$ cat config.mk
export PLATFORM = sky130hd
export DESIGN_NAME = line_fetch_sched
export DESIGN_NICKNAME = d
export VERILOG_FILES = /design/src/rtl/lfs_pkg.sv /design/src/rtl/lfs_tag_lookup.sv /design/src/rtl/line_fetch_sched.sv
export SDC_FILE = /design/constraint.sdc
export NUM_CORES = 1
export LEC_CHECK = 0
export ABC_AREA = 1
export ABC_CLOCK_PERIOD_IN_PS = 2350
export CORE_AREA = 3 3 142 199
export DETAILED_ROUTE_END_ITERATION = 6
export DIE_AREA = 0 0 145 202
export PLACE_DENSITY_LB_ADDON = 0.3
export SETUP_SLACK_MARGIN = 0.05
export SYNTH_ARGS = -nofsm -noshare
export SYNTH_HDL_FRONTEND = slang
export SYNTH_HIERARCHICAL = 1
export SYNTH_SLANG_ARGS = --single-unit
$ cat constraint.sdc
create_clock -name vin_clk -period 2.35 [get_ports vin_clk]
set_input_delay 0.47 -clock vin_clk [delete_from_list [all_inputs] [get_ports vin_clk]]
set_output_delay 0.47 -clock vin_clk [all_outputs]
set_load 0.005 [all_outputs]
$ cat src/rtl/lfs_pkg.sv
`default_nettype none
// +----------------------------------------------------------------------+
// | lfs_pkg                                                              |
// | Shared types and helpers for the line fetch scheduler.               |
// | Rev 1.0 - initial release                                            |
// +----------------------------------------------------------------------+
package lfs_pkg;

  typedef enum logic [2:0] {
    ST_IDLE   = 3'd0,
    ST_LOOKUP = 3'd1,
    ST_REQ    = 3'd2,
    ST_DATA   = 3'd3,
    ST_DRAIN  = 3'd4,
    ST_DONE   = 3'd5
  } state_e;

  // One line-buffer slot: which source line it holds, if any.
  typedef struct packed {
    logic        valid;
    logic [15:0] line;
  } tag_t;

  // DDR words needed for one source line: ceil(xres / 2**pix_shift).
  function automatic logic [16:0] words_per_line(input logic [15:0] xres,
                                                 input int unsigned pix_shift);
    logic [16:0] round_up;
    round_up = (17'd1 << pix_shift) - 17'd1;
    return ({1'b0, xres} + round_up) >> pix_shift;
  endfunction

endpackage
`default_nettype wire

$ cat src/rtl/lfs_tag_lookup.sv
`default_nettype none
// +----------------------------------------------------------------------+
// | lfs_tag_lookup                                                       |
// | Hit/miss test of lines y0,y1 against the two slot tags, and slot     |
// | choice for every line (hit slot, or a slot holding no needed line).  |
// | Rev 1.0 - initial release                                            |
// +----------------------------------------------------------------------+
module lfs_tag_lookup
  import lfs_pkg::*;
(
  input  tag_t        tag0,
  input  tag_t        tag1,
  input  logic [15:0] y0,
  input  logic [15:0] y1,
  output logic        y0_hit,
  output logic        y1_hit,
  output logic        y0_slot,
  output logic        y1_slot
);

  logic y0_in_s0, y0_in_s1, y1_in_s0, y1_in_s1;

  assign y0_in_s0 = tag0.valid && (tag0.line == y0);
  assign y0_in_s1 = tag1.valid && (tag1.line == y0);
  assign y1_in_s0 = tag0.valid && (tag0.line == y1);
  assign y1_in_s1 = tag1.valid && (tag1.line == y1);

  // Resolve hits; a missing line takes the slot the other line does not use.
  always_comb begin
    y0_hit  = y0_in_s0 | y0_in_s1;
    y1_hit  = y1_in_s0 | y1_in_s1;
    y0_slot = 1'b0;
    y1_slot = 1'b1;
    if (y0 == y1) begin
      // Last source line: both rows share one slot.
      y0_slot = y0_hit ? !y0_in_s0 : 1'b0;
      y1_slot = y0_slot;
      y1_hit  = y0_hit;
    end else if (y0_hit && y1_hit) begin
      y0_slot = !y0_in_s0;
      y1_slot = !y1_in_s0;
    end else if (y0_hit) begin
      y0_slot = !y0_in_s0;
      y1_slot = y0_in_s0;
    end else if (y1_hit) begin
      y1_slot = !y1_in_s0;
      y0_slot = y1_in_s0;
    end
  end

endmodule
`default_nettype wire

$ cat src/rtl/line_fetch_sched.sv
`default_nettype none
// +----------------------------------------------------------------------+
// | line_fetch_sched                                                     |
// | Keeps source lines y0 and y1 resident in a 2-slot line buffer,       |
// | fetching missing lines by DDR burst, and pulses ram_ready when both  |
// | are available. LB_AW must not exceed 15 (rd_len is 16 bits).         |
// | Rev 1.0 - initial release                                            |
// +----------------------------------------------------------------------+
module line_fetch_sched
  import lfs_pkg::*;
#(
  parameter int               DATA_W      = 64,
  parameter int               PIX_PER_W   = 4,
  parameter int               ADDR_W      = 32,
  parameter logic [ADDR_W-1:0] BASE_ADDR  = '0,
  parameter logic [31:0]      LINE_STRIDE = 32'h2000,
  parameter int               LB_AW       = 10
) (
  input  logic              vin_clk,
  input  logic              rst_n,
  input  logic              frame_sync_n,
  input  logic [15:0]       vin_xres,
  input  logic [15:0]       vin_yres,
  input  logic              fetch_en,
  input  logic [15:0]       fetch_line,
  output logic              ram_ready,
  output logic              top_slot,
  output logic              bot_slot,
  output logic              rd_req,
  output logic [ADDR_W-1:0] rd_addr,
  output logic [15:0]       rd_len,
  input  logic              rd_ack,
  input  logic              rd_valid,
  input  logic [DATA_W-1:0] rd_data,
  output logic              lb_we,
  output logic              lb_slot,
  output logic [LB_AW-1:0]  lb_addr,
  output logic [DATA_W-1:0] lb_wdata,
  output logic              err_overrun
);

  localparam int          PIX_SHIFT = $clog2(PIX_PER_W);
  localparam logic [16:0] MAX_WORDS = 17'd1 << LB_AW;

  state_e              state_q, state_d;
  logic [15:0]         y0_q, y0_d, y1_q, y1_d;
  logic                slot0_q, slot0_d, slot1_q, slot1_d;
  logic                need1_q, need1_d;
  logic [15:0]         cur_line_q, cur_line_d;
  logic                cur_slot_q, cur_slot_d;
  logic                cur_y1_q, cur_y1_d;
  tag_t                tag_q [2];
  tag_t                tag_d [2];
  logic                rd_req_q, rd_req_d;
  logic [ADDR_W-1:0]   rd_addr_q, rd_addr_d;
  logic [15:0]         rd_len_q, rd_len_d;
  logic [15:0]         beat_q, beat_d;
  logic                lb_we_q, lb_we_d;
  logic                lb_slot_q, lb_slot_d;
  logic [LB_AW-1:0]    lb_addr_q, lb_addr_d;
  logic [DATA_W-1:0]   lb_wdata_q, lb_wdata_d;
  logic                ram_ready_q, ram_ready_d;
  logic                top_slot_q, top_slot_d, bot_slot_q, bot_slot_d;
  logic                err_q, err_d;

  logic [16:0]         words_raw;
  logic [15:0]         line_words;
  logic [15:0]         fetch_y1;
  logic                y0_hit, y1_hit, y0_slot, y1_slot;
  logic                start_req, start_slot, start_y1;
  logic [15:0]         start_line;

  assign words_raw  = words_per_line(vin_xres, PIX_SHIFT);
  assign line_words = (words_raw > MAX_WORDS) ? MAX_WORDS[15:0] : words_raw[15:0];

  // Second row: y0+1, clamped to the last source line.
  always_comb begin
    if (vin_yres == 16'd0) begin
      fetch_y1 = fetch_line;
    end else if (({1'b0, fetch_line} + 17'd1) > {1'b0, vin_yres - 16'd1}) begin
      fetch_y1 = vin_yres - 16'd1;
    end else begin
      fetch_y1 = fetch_line + 16'd1;
    end
  end

  lfs_tag_lookup u_lookup (
    .tag0    (tag_q[0]),
    .tag1    (tag_q[1]),
    .y0      (y0_q),
    .y1      (y1_q),
    .y0_hit  (y0_hit),
    .y1_hit  (y1_hit),
    .y0_slot (y0_slot),
    .y1_slot (y1_slot)
  );

  // Next-state and output decode; frame restart overrides everything last.
  always_comb begin
    state_d     = state_q;
    y0_d        = y0_q;
    y1_d        = y1_q;
    slot0_d     = slot0_q;
    slot1_d     = slot1_q;
    need1_d     = need1_q;
    cur_line_d  = cur_line_q;
    cur_slot_d  = cur_slot_q;
    cur_y1_d    = cur_y1_q;
    tag_d       = tag_q;
    rd_addr_d   = rd_addr_q;
    rd_len_d    = rd_len_q;
    beat_d      = beat_q;
    lb_we_d     = 1'b0;
    lb_slot_d   = lb_slot_q;
    lb_addr_d   = lb_addr_q;
    lb_wdata_d  = lb_wdata_q;
    ram_ready_d = 1'b0;
    top_slot_d  = top_slot_q;
    bot_slot_d  = bot_slot_q;
    err_d       = err_q | (fetch_en & (state_q != ST_IDLE));
    start_req   = 1'b0;
    start_line  = y0_q;
    start_slot  = 1'b0;
    start_y1    = 1'b0;

    case (state_q)
      ST_IDLE: begin
        if (fetch_en) begin
          y0_d    = fetch_line;
          y1_d    = fetch_y1;
          state_d = ST_LOOKUP;
        end
      end
      ST_LOOKUP: begin
        slot0_d = y0_slot;
        slot1_d = y1_slot;
        need1_d = !y1_hit && (y0_q != y1_q);
        if (!y0_hit) begin
          start_req  = 1'b1;
          start_line = y0_q;
          start_slot = y0_slot;
        end else if (need1_d) begin
          start_req  = 1'b1;
          start_line = y1_q;
          start_slot = y1_slot;
          start_y1   = 1'b1;
        end else begin
          state_d = ST_DONE;
        end
      end
      ST_REQ: begin
        if (rd_ack) state_d = ST_DATA;
      end
      ST_DATA: begin
        if (beat_q == rd_len_q) begin
          // Final write is in flight this cycle; the slot now holds the line.
          tag_d[cur_slot_q] = {1'b1, cur_line_q};
          if (!cur_y1_q && need1_q) begin
            start_req  = 1'b1;
            start_line = y1_q;
            start_slot = slot1_q;
            start_y1   = 1'b1;
          end else begin
            state_d = ST_DONE;
          end
        end else if (rd_valid) begin
          lb_we_d    = 1'b1;
          lb_slot_d  = cur_slot_q;
          lb_addr_d  = beat_q[LB_AW-1:0];
          lb_wdata_d = rd_data;
          beat_d     = beat_q + 16'd1;
        end
      end
      ST_DRAIN: begin
        if (beat_q == rd_len_q) state_d = ST_IDLE;
        else if (rd_valid)      beat_d  = beat_q + 16'd1;
      end
      ST_DONE: state_d = ST_IDLE;
      default: state_d = ST_IDLE;
    endcase

    if (start_req) begin
      cur_line_d              = start_line;
      cur_slot_d              = start_slot;
      cur_y1_d                = start_y1;
      tag_d[start_slot].valid = 1'b0;
      rd_addr_d = BASE_ADDR + ADDR_W'(48'(start_line) * 48'(LINE_STRIDE));
      rd_len_d  = line_words;
      beat_d    = '0;
      state_d   = ST_REQ;
    end

    if (state_d == ST_DONE) begin
      ram_ready_d = 1'b1;
      top_slot_d  = slot0_d;
      bot_slot_d  = slot1_d;
    end

    if (!frame_sync_n) begin
      tag_d[0].valid = 1'b0;
      tag_d[1].valid = 1'b0;
      err_d          = 1'b0;
      ram_ready_d    = 1'b0;
      top_slot_d     = top_slot_q;
      bot_slot_d     = bot_slot_q;
      lb_we_d        = 1'b0;
      case (state_q)
        ST_REQ:            state_d = rd_ack ? ST_DRAIN : ST_IDLE;
        ST_DATA, ST_DRAIN: state_d = ST_DRAIN;
        default:           state_d = ST_IDLE;
      endcase
    end

    rd_req_d = (state_d == ST_REQ);
  end

  // State and output registers.
  always_ff @(posedge vin_clk or negedge rst_n) begin
    if (!rst_n) begin
      state_q     <= ST_IDLE;
      y0_q        <= '0;
      y1_q        <= '0;
      slot0_q     <= 1'b0;
      slot1_q     <= 1'b0;
      need1_q     <= 1'b0;
      cur_line_q  <= '0;
      cur_slot_q  <= 1'b0;
      cur_y1_q    <= 1'b0;
      for (int i = 0; i < 2; i++) tag_q[i] <= '0;
      rd_req_q    <= 1'b0;
      rd_addr_q   <= '0;
      rd_len_q    <= '0;
      beat_q      <= '0;
      lb_we_q     <= 1'b0;
      lb_slot_q   <= 1'b0;
      lb_addr_q   <= '0;
      lb_wdata_q  <= '0;
      ram_ready_q <= 1'b0;
      top_slot_q  <= 1'b0;
      bot_slot_q  <= 1'b0;
      err_q       <= 1'b0;
    end else begin
      state_q     <= state_d;
      y0_q        <= y0_d;
      y1_q        <= y1_d;
      slot0_q     <= slot0_d;
      slot1_q     <= slot1_d;
      need1_q     <= need1_d;
      cur_line_q  <= cur_line_d;
      cur_slot_q  <= cur_slot_d;
      cur_y1_q    <= cur_y1_d;
      tag_q       <= tag_d;
      rd_req_q    <= rd_req_d;
      rd_addr_q   <= rd_addr_d;
      rd_len_q    <= rd_len_d;
      beat_q      <= beat_d;
      lb_we_q     <= lb_we_d;
      lb_slot_q   <= lb_slot_d;
      lb_addr_q   <= lb_addr_d;
      lb_wdata_q  <= lb_wdata_d;
      ram_ready_q <= ram_ready_d;
      top_slot_q  <= top_slot_d;
      bot_slot_q  <= bot_slot_d;
      err_q       <= err_d;
    end
  end

  assign ram_ready   = ram_ready_q;
  assign top_slot    = top_slot_q;
  assign bot_slot    = bot_slot_q;
  assign rd_req      = rd_req_q;
  assign rd_addr     = rd_addr_q;
  assign rd_len      = rd_len_q;
  assign lb_we       = lb_we_q;
  assign lb_slot     = lb_slot_q;
  assign lb_addr     = lb_addr_q;
  assign lb_wdata    = lb_wdata_q;
  assign err_overrun = err_q;

endmodule
`default_nettype wire

==> results of run 1 <==
==> where the power goes <==
group	internal, W	leakage (nW)	switching [W]
clock network	0.00154	0.273	0.00130
logic	0.00459	6.68	0.00501
registers	0.00463	2.63	0.00111
total	0.0108	9.59	0.00743
==> final timing paths <==
| check | start | to | slack, ns | cells past startpoint |
|---|---|---|---|---|
| max | fetch_line[2] | y1_q[10] | -0.40 | 20 |
| min | fetch_line[1] | y0_q[1] | 0.38 | 4 |
| max reg2reg | y1_q[8] | cur_line_q[11] | -0.12 | 18 |
| min reg2reg | lb_slot | lb_slot | 0.48 | 2 |
| max in group asynchronous | rst_n | lb_wdata[50] | 1.15 | 3 |
| min in group asynchronous | rst_n | rd_len[2] | 0.52 | 2 |
==> final cells by class <==
class,count,area share [%]
Tap cell,365,2.443
Timing Repair Buffer,490,24.23
Clock inverter,5,0.1539
Multi-Input combinational cell,1200,37.61
Inverter,281,5.696
Clock buffer,25,2.771
Sequential cell,202,27.09
==> per-stage QoR <==
step	utilization (%)	instance area (µm²)	hold slack, ns
2_1_floorplan	-	12830	0.1744
3_3_place_gp	63.42	16960	0.4560
3_5_place_dp	63.42	16960	0.4622
4_1_cts	68.34	18270	0.3776
5_1_grt	69.91	18690	0.3906
6_report	69.91	18690	0.3784
==> worst min-delay path: stages <==
cell,delay (ns)
buf_6,0.11
inv_4,0.05
buf_4,0.10
o21ai_0,0.08
==> layout by cell type (no fill, tap or decap), types with 4 or more instances in the layout <==
| master | n |
|---|---|
| nor2_1 | 107 |
| clkbuf_1 | 4 |
| nand4_1 | 24 |
| o21ai_1 | 15 |
| buf_12 | 15 |
| clkdlybuf4s50_1 | 201 |
| nand3_4 | 6 |
| nor2_4 | 15 |
| buf_6 | 26 |
| o211ai_1 | 4 |
| clkinv_2 | 4 |
| ha_4 | 8 |
| nand2_1 | 463 |
| o21ai_0 | 102 |
| a21oi_2 | 15 |
| mux2_2 | 65 |
| clkbuf_16 | 19 |
| nor2_2 | 22 |
| inv_1 | 233 |
| nand2_2 | 31 |
| dfrtp_2 | 8 |
| buf_4 | 225 |
| nand2_4 | 12 |
| nand3_2 | 35 |
| ha_1 | 11 |
| nor3_1 | 18 |
| inv_4 | 4 |
| inv_2 | 43 |
| conb_1 | 17 |
| a21oi_1 | 35 |
| clkbuf_2 | 4 |
| nand3b_1 | 7 |
| xor2_1 | 31 |
| xnor2_1 | 40 |
| nand3_1 | 86 |
| dfrtp_1 | 194 |
| buf_2 | 7 |
==> kinds of logic after synthesis <==
logic type | after synthesis | share of synthesized area [%]
fa+ha+maj | 19 | 1.876
simple gates | 844 | 28.52
xor+xnor | 74 | 5.114
other cells | 1 | 0.02959
mux | 65 | 5.775
compound gates | 180 | 7.552
buf+inv | 341 | 11.25
flops | 202 | 39.88
==> cells in the mapped netlist, types with 2 or more instances <==
master,n,area share (%)
nand2_1,499,15
inv_1,251,7.4
dfrtp_1,202,40
nor2_1,130,3.8
nand3_1,122,4.8
o21ai_0,105,4.1
mux2_2,65,5.8
a21oi_1,46,1.8
xnor2_1,40,2.8
xor2_1,34,2.3
inv_2,29,0.86
nand4_1,24,1.2
nor3_1,21,0.83
ha_1,19,1.9
buf_4,18,1.1
clkbuf_1,18,0.53
buf_2,15,0.59
o21ai_1,14,0.55
nor2_2,11,0.54
buf_6,8,0.71
nand3b_1,7,0.41
nand2_2,6,0.30
nand3_2,5,0.39
nor4_1,5,0.25
a21oi_2,4,0.28
o211ai_1,4,0.24
nor2_4,3,0.27
or2_1,3,0.15
a21o_1,2,0.12
nand2_4,2,0.18
nand4_2,2,0.20
o21a_1,2,0.12
==> layer usage <==
metal	GRT usage, %	vias up	share of wire, %
met5	0	-	0
met4	14.06	0	6.3
met3	3.117	168	5.1
met2	53.17	541	53
met1	28.93	6124	35
li1	-	6304	-
==> repair_timing <==
action                                 in CTS  in global routing
hold buffers                                1                  0
pin swaps                                  82                 60
gates cloned                                5                  0
buffers inserted                           34                 11
endpoints found under the hold margin      53                  0
setup endpoints to repair                  71                133
resized for setup                         196                109
==> impl_metrics.json, run 1 <==
{
  "status": "finished, violations left",
  "violations": "setup timing",
  "avgSynthCellArea_um2": 7.343,
  "placementRows": 71,
  "slowest_stage": "nor3_4",
  "critPathBufInv": 6,
  "seq_area_frac_synth_pct": 39.88,
  "maxCapViolCount": 0,
  "cp-start-kind": "primary input",
  "dp_cells": 2487,
  "pre_cts_slack_ns": -1.292,
  "via_per_inst": 5.116,
  "synthCells": 1726,
  "numCtsBuffers": 19,
  "grt_usage_pct": 27.40,
  "synth_edf_count": 0,
  "core_area_um2": 26740,
  "firstDrtPassIters": 6,
  "finalPower_w": 0.01819,
  "grt_start_max_net_pins": 58,
  "hold_path.class": "primary input to flip-flop",
  "gp_congestion": 0.9377,
  "regArea_um2": 5065,
  "vias": 13140,
  "fillers": 2071,
  "arrival_ns": 3.18,
  "diodes": 0,
  "finalHoldViolCount": 0,
  "grt_pass1_vias": 13310,
  "cts-root-buf": "clkbuf_16",
  "dieArea_um2": 29290,
  "antenna_found_initial": 0,
  "ir_drop_mv": 0.4703,
  "cts.sinks": 202,
  "worstSetupPathType": "primary input to flip-flop",
  "cp-end-kind": "flip-flop",
  "yosysWarnings": 6,
  "ys_seq_elements": 202,
  "worstPathRequired_ns": 2.78,
  "synth.distinct_cells": 42,
  "routed_wl_um": 42770,
  "num-nets-final": 2331,
  "route.detailed.drc": 0,
  "cts_max_level": 1,
  "port_buffers": 229,
  "setup_slack_ns": -0.4030,
  "areaGrowthSynthToFinish_pct": 47.49,
  "critical-path-top-delay-family": "simple AND/OR/NAND/NOR gates",
  "fin_crit_sh_pct": 117.1,
  "clkSlewWorstSetupHoldPaths_ns": 0.07,
  "die_w_um": 145,
  "maxSlewViolCount": 0,
  "leakage_nw": 9.588,
  "synth_top_flop_cell": "dfrtp_1",
  "clk_latency_ns": 0.50,
  "dp_hpwl_um": 30940,
  "crit_path_max_fanout": 8,
  "multiInputGateArea_um2": 7032,
  "rsz0062_at_grt": "yes",
  "cpPeakStageDelay_ns": 0.31,
  "drive_gt1_share_pct": 26.96,
  "die_h_um": 202,
  "min_period_ns": 2.753,
  "wl_per_cell_um": 16.65,
  "drt_iter0_drc": 815,
  "overflow": 0,
  "synth_area_um2": 12670,
  "cts_tree": "yes",
  "fin_setup_tns_ns": -8.266,
  "final_cells": 2568,
  "ant_nets": 0,
  "start_util_pct": 47.40,
  "setup_viol": 60,
  "clockBufferDepth": 3,
  "pin_count": 247,
  "fmax_mhz": 363.2,
  "grt_pass1_wl_um": 65740,
  "crit_chain": "buf_6 > inv_2 > nor3_4 > nand3_4 > nor2_4 > buf_6 > buf_6 > nand2_2 > nand2_2 > inv_2 > ha_4 > nand4_1 > buf_4 > nor2_4 > nand3_2 > nand3_4 > nand2_8 > nand2_2 > nand3_2 > a21oi_2",
  "async_flop_share_pct": 100.0,
  "clock_skew_ns": 0.01252,
  "p_per_area_nw_per_um2": 973.1
}
Power figures use the tool's default switching activity.
==> run 2: changes to the inputs <==
SLEW_MARGIN = 20   (was unset)
==> results of run 2 <==
No change in the layout: final DEF, timing and power equal those of run 1.
==> run 3: changes to the inputs <==
CORE_AREA = 2 2 141 198   (was 3 3 142 199)
DIE_AREA = 0 0 143 200   (was 0 0 145 202)
==> impl_metrics.json, run 3 (synthesis results as in run 1) <==
{
  "status": "finished, violations left",
  "violations": "setup timing",
  "antenna_found_initial": 0,
  "clockBufferDepth": 3,
  "cp-end-kind": "flip-flop",
  "crit_path_max_fanout": 8,
  "fin_setup_tns_ns": -7.606,
  "min_period_ns": 2.681,
  "dpl_cell_area_um2": 16910,
  "die_w_um": 143,
  "grt_usage_pct": 28.07,
  "fin_util_pct": 70.81,
  "design_area_um2": 18930,
  "finalPower_w": 0.01887,
  "worstSetupPathType": "primary input to flip-flop",
  "die_h_um": 200,
  "via_per_inst": 5.160,
  "port_buffers": 229,
  "numCtsBuffers": 20,
  "dp_cells": 2481,
  "clk_latency_ns": 0.50,
  "grt_pass1_wl_um": 63270,
  "num-nets-final": 2331,
  "setup_slack_ns": -0.3308,
  "final_common_cell": "nand2_1",
  "grt_start_max_net_pins": 57,
  "drive_gt1_share_pct": 27.85,
  "ir_drop_mv": 0.4459,
  "placementRows": 71,
  "areaGrowthSynthToFinish_pct": 49.39,
  "firstDrtPassIters": 6,
  "worstPathRequired_ns": 2.78,
  "layout_common_cells": "nand2_1, inv_1, buf_4, clkdlybuf4s50_1, dfrtp_1",
  "maxSlewViolCount": 0,
  "ant_nets": 0,
  "pin_count": 247,
  "overflow": 0,
  "fmax_mhz": 373.0,
  "routed_wl_um": 43980,
  "cts_max_level": 1,
  "grt_pass1_vias": 13060,
  "dieArea_um2": 28600,
  "finalHoldViolCount": 0,
  "core_area_um2": 26740,
  "clkSlewWorstSetupHoldPaths_ns": 0.06,
  "wl_per_cell_um": 17.11,
  "cts_tree": "yes",
  "arrival_ns": 3.11,
  "hold_path.class": "primary input to flip-flop",
  "vias": 13260,
  "drt_iter0_drc": 677,
  "maxCapViolCount": 0,
  "clock_skew_ns": 0.01236,
  "rsz0062_at_grt": "yes",
  "final_cells": 2570,
  "p_per_area_nw_per_um2": 996.6,
  "cts-root-buf": "clkbuf_16",
  "fin_crit_sh_pct": 114.1,
  "cts.sinks": 202,
  "leakage_nw": 9.657,
  "start_util_pct": 47.40,
  "setup_viol": 66,
  "route.detailed.drc": 0,
  "dp_hpwl_um": 30830,
  "gp_congestion": 0.9857,
  "diodes": 0,
  "cp-start-kind": "primary input"
}
## run 3: per-stage QoR
step	hold slack [ns]	setup WS [ns]
global route	0.3853	-0.3973
floorplan	0.1744	-0.3350
global placement	0.4602	-1.228
finish	0.3756	-0.3308
CTS	0.3970	-0.2447
detailed placement	0.4721	-1.323
## run 3: power by group
part / switching [W] / internal, W
Clock: 0.00135 / 0.00200
Sequential: 0.00110 / 0.00465
Combinational: 0.00512 / 0.00465
Total: 0.00757 / 0.0113
## run 3: cell type report
type | count | area [µm²]
multi-input combinational | 1200 | 7129
fill | 2071 | 7805
tap | 365 | 456.7
clock buffer | 27 | 598.1
clock inverter | 6 | 86.33
timing repair buffer | 489 | 4527
inverter | 281 | 1062
sequential | 202 | 5075
## run 3: worst paths after layout
check                      cells after the start          start              to  slack (ns)
max reg2reg                                   15        y1_q[9]  cur_line_q[15]       -0.16
min reg2reg                                    2     lb_addr[6]      lb_addr[6]        0.48
min                                            4  fetch_line[1]         y0_q[1]        0.38
min in group asynchronous                      2          rst_n    lb_wdata[41]        0.52
max                                           18  fetch_line[2]         y1_q[4]       -0.33
max in group asynchronous                      3          rst_n         y1_q[0]        1.17
## run 3: what timing repair did
action	in CTS	in global routing
pin swaps	38	84
hold buffers	1	0
hold endpoints to repair	52	0
gates cloned	2	2
buffers inserted	38	15
setup endpoints to repair	71	77
resized for setup	111	211
## run 3: worst max-delay path, cell delays in order
cell and delay [ns]:
buf_6 0.08, inv_4 0.03, nor3_4 0.27, buf_6 0.15
nand2_1 0.10, nor4_2 0.21, xor2_1 0.24, inv_1 0.10
ha_4 0.31, inv_2 0.05, o211ai_1 0.30, nor2_4 0.08
nand3_4 0.16, buf_12 0.14, nand2_8 0.08, nand2_1 0.10
nand3_2 0.08, a21oi_2 0.14
## run 3: per-layer routing
layer  up-vias  wire length [µm]  GRT usage [%]
li1       6315                 -              -
met1      6193             14690          27.61
met2       551             23830          55.27
met3       203              2400          3.674
met4         0              3055          16.28
met5         -                 0              0
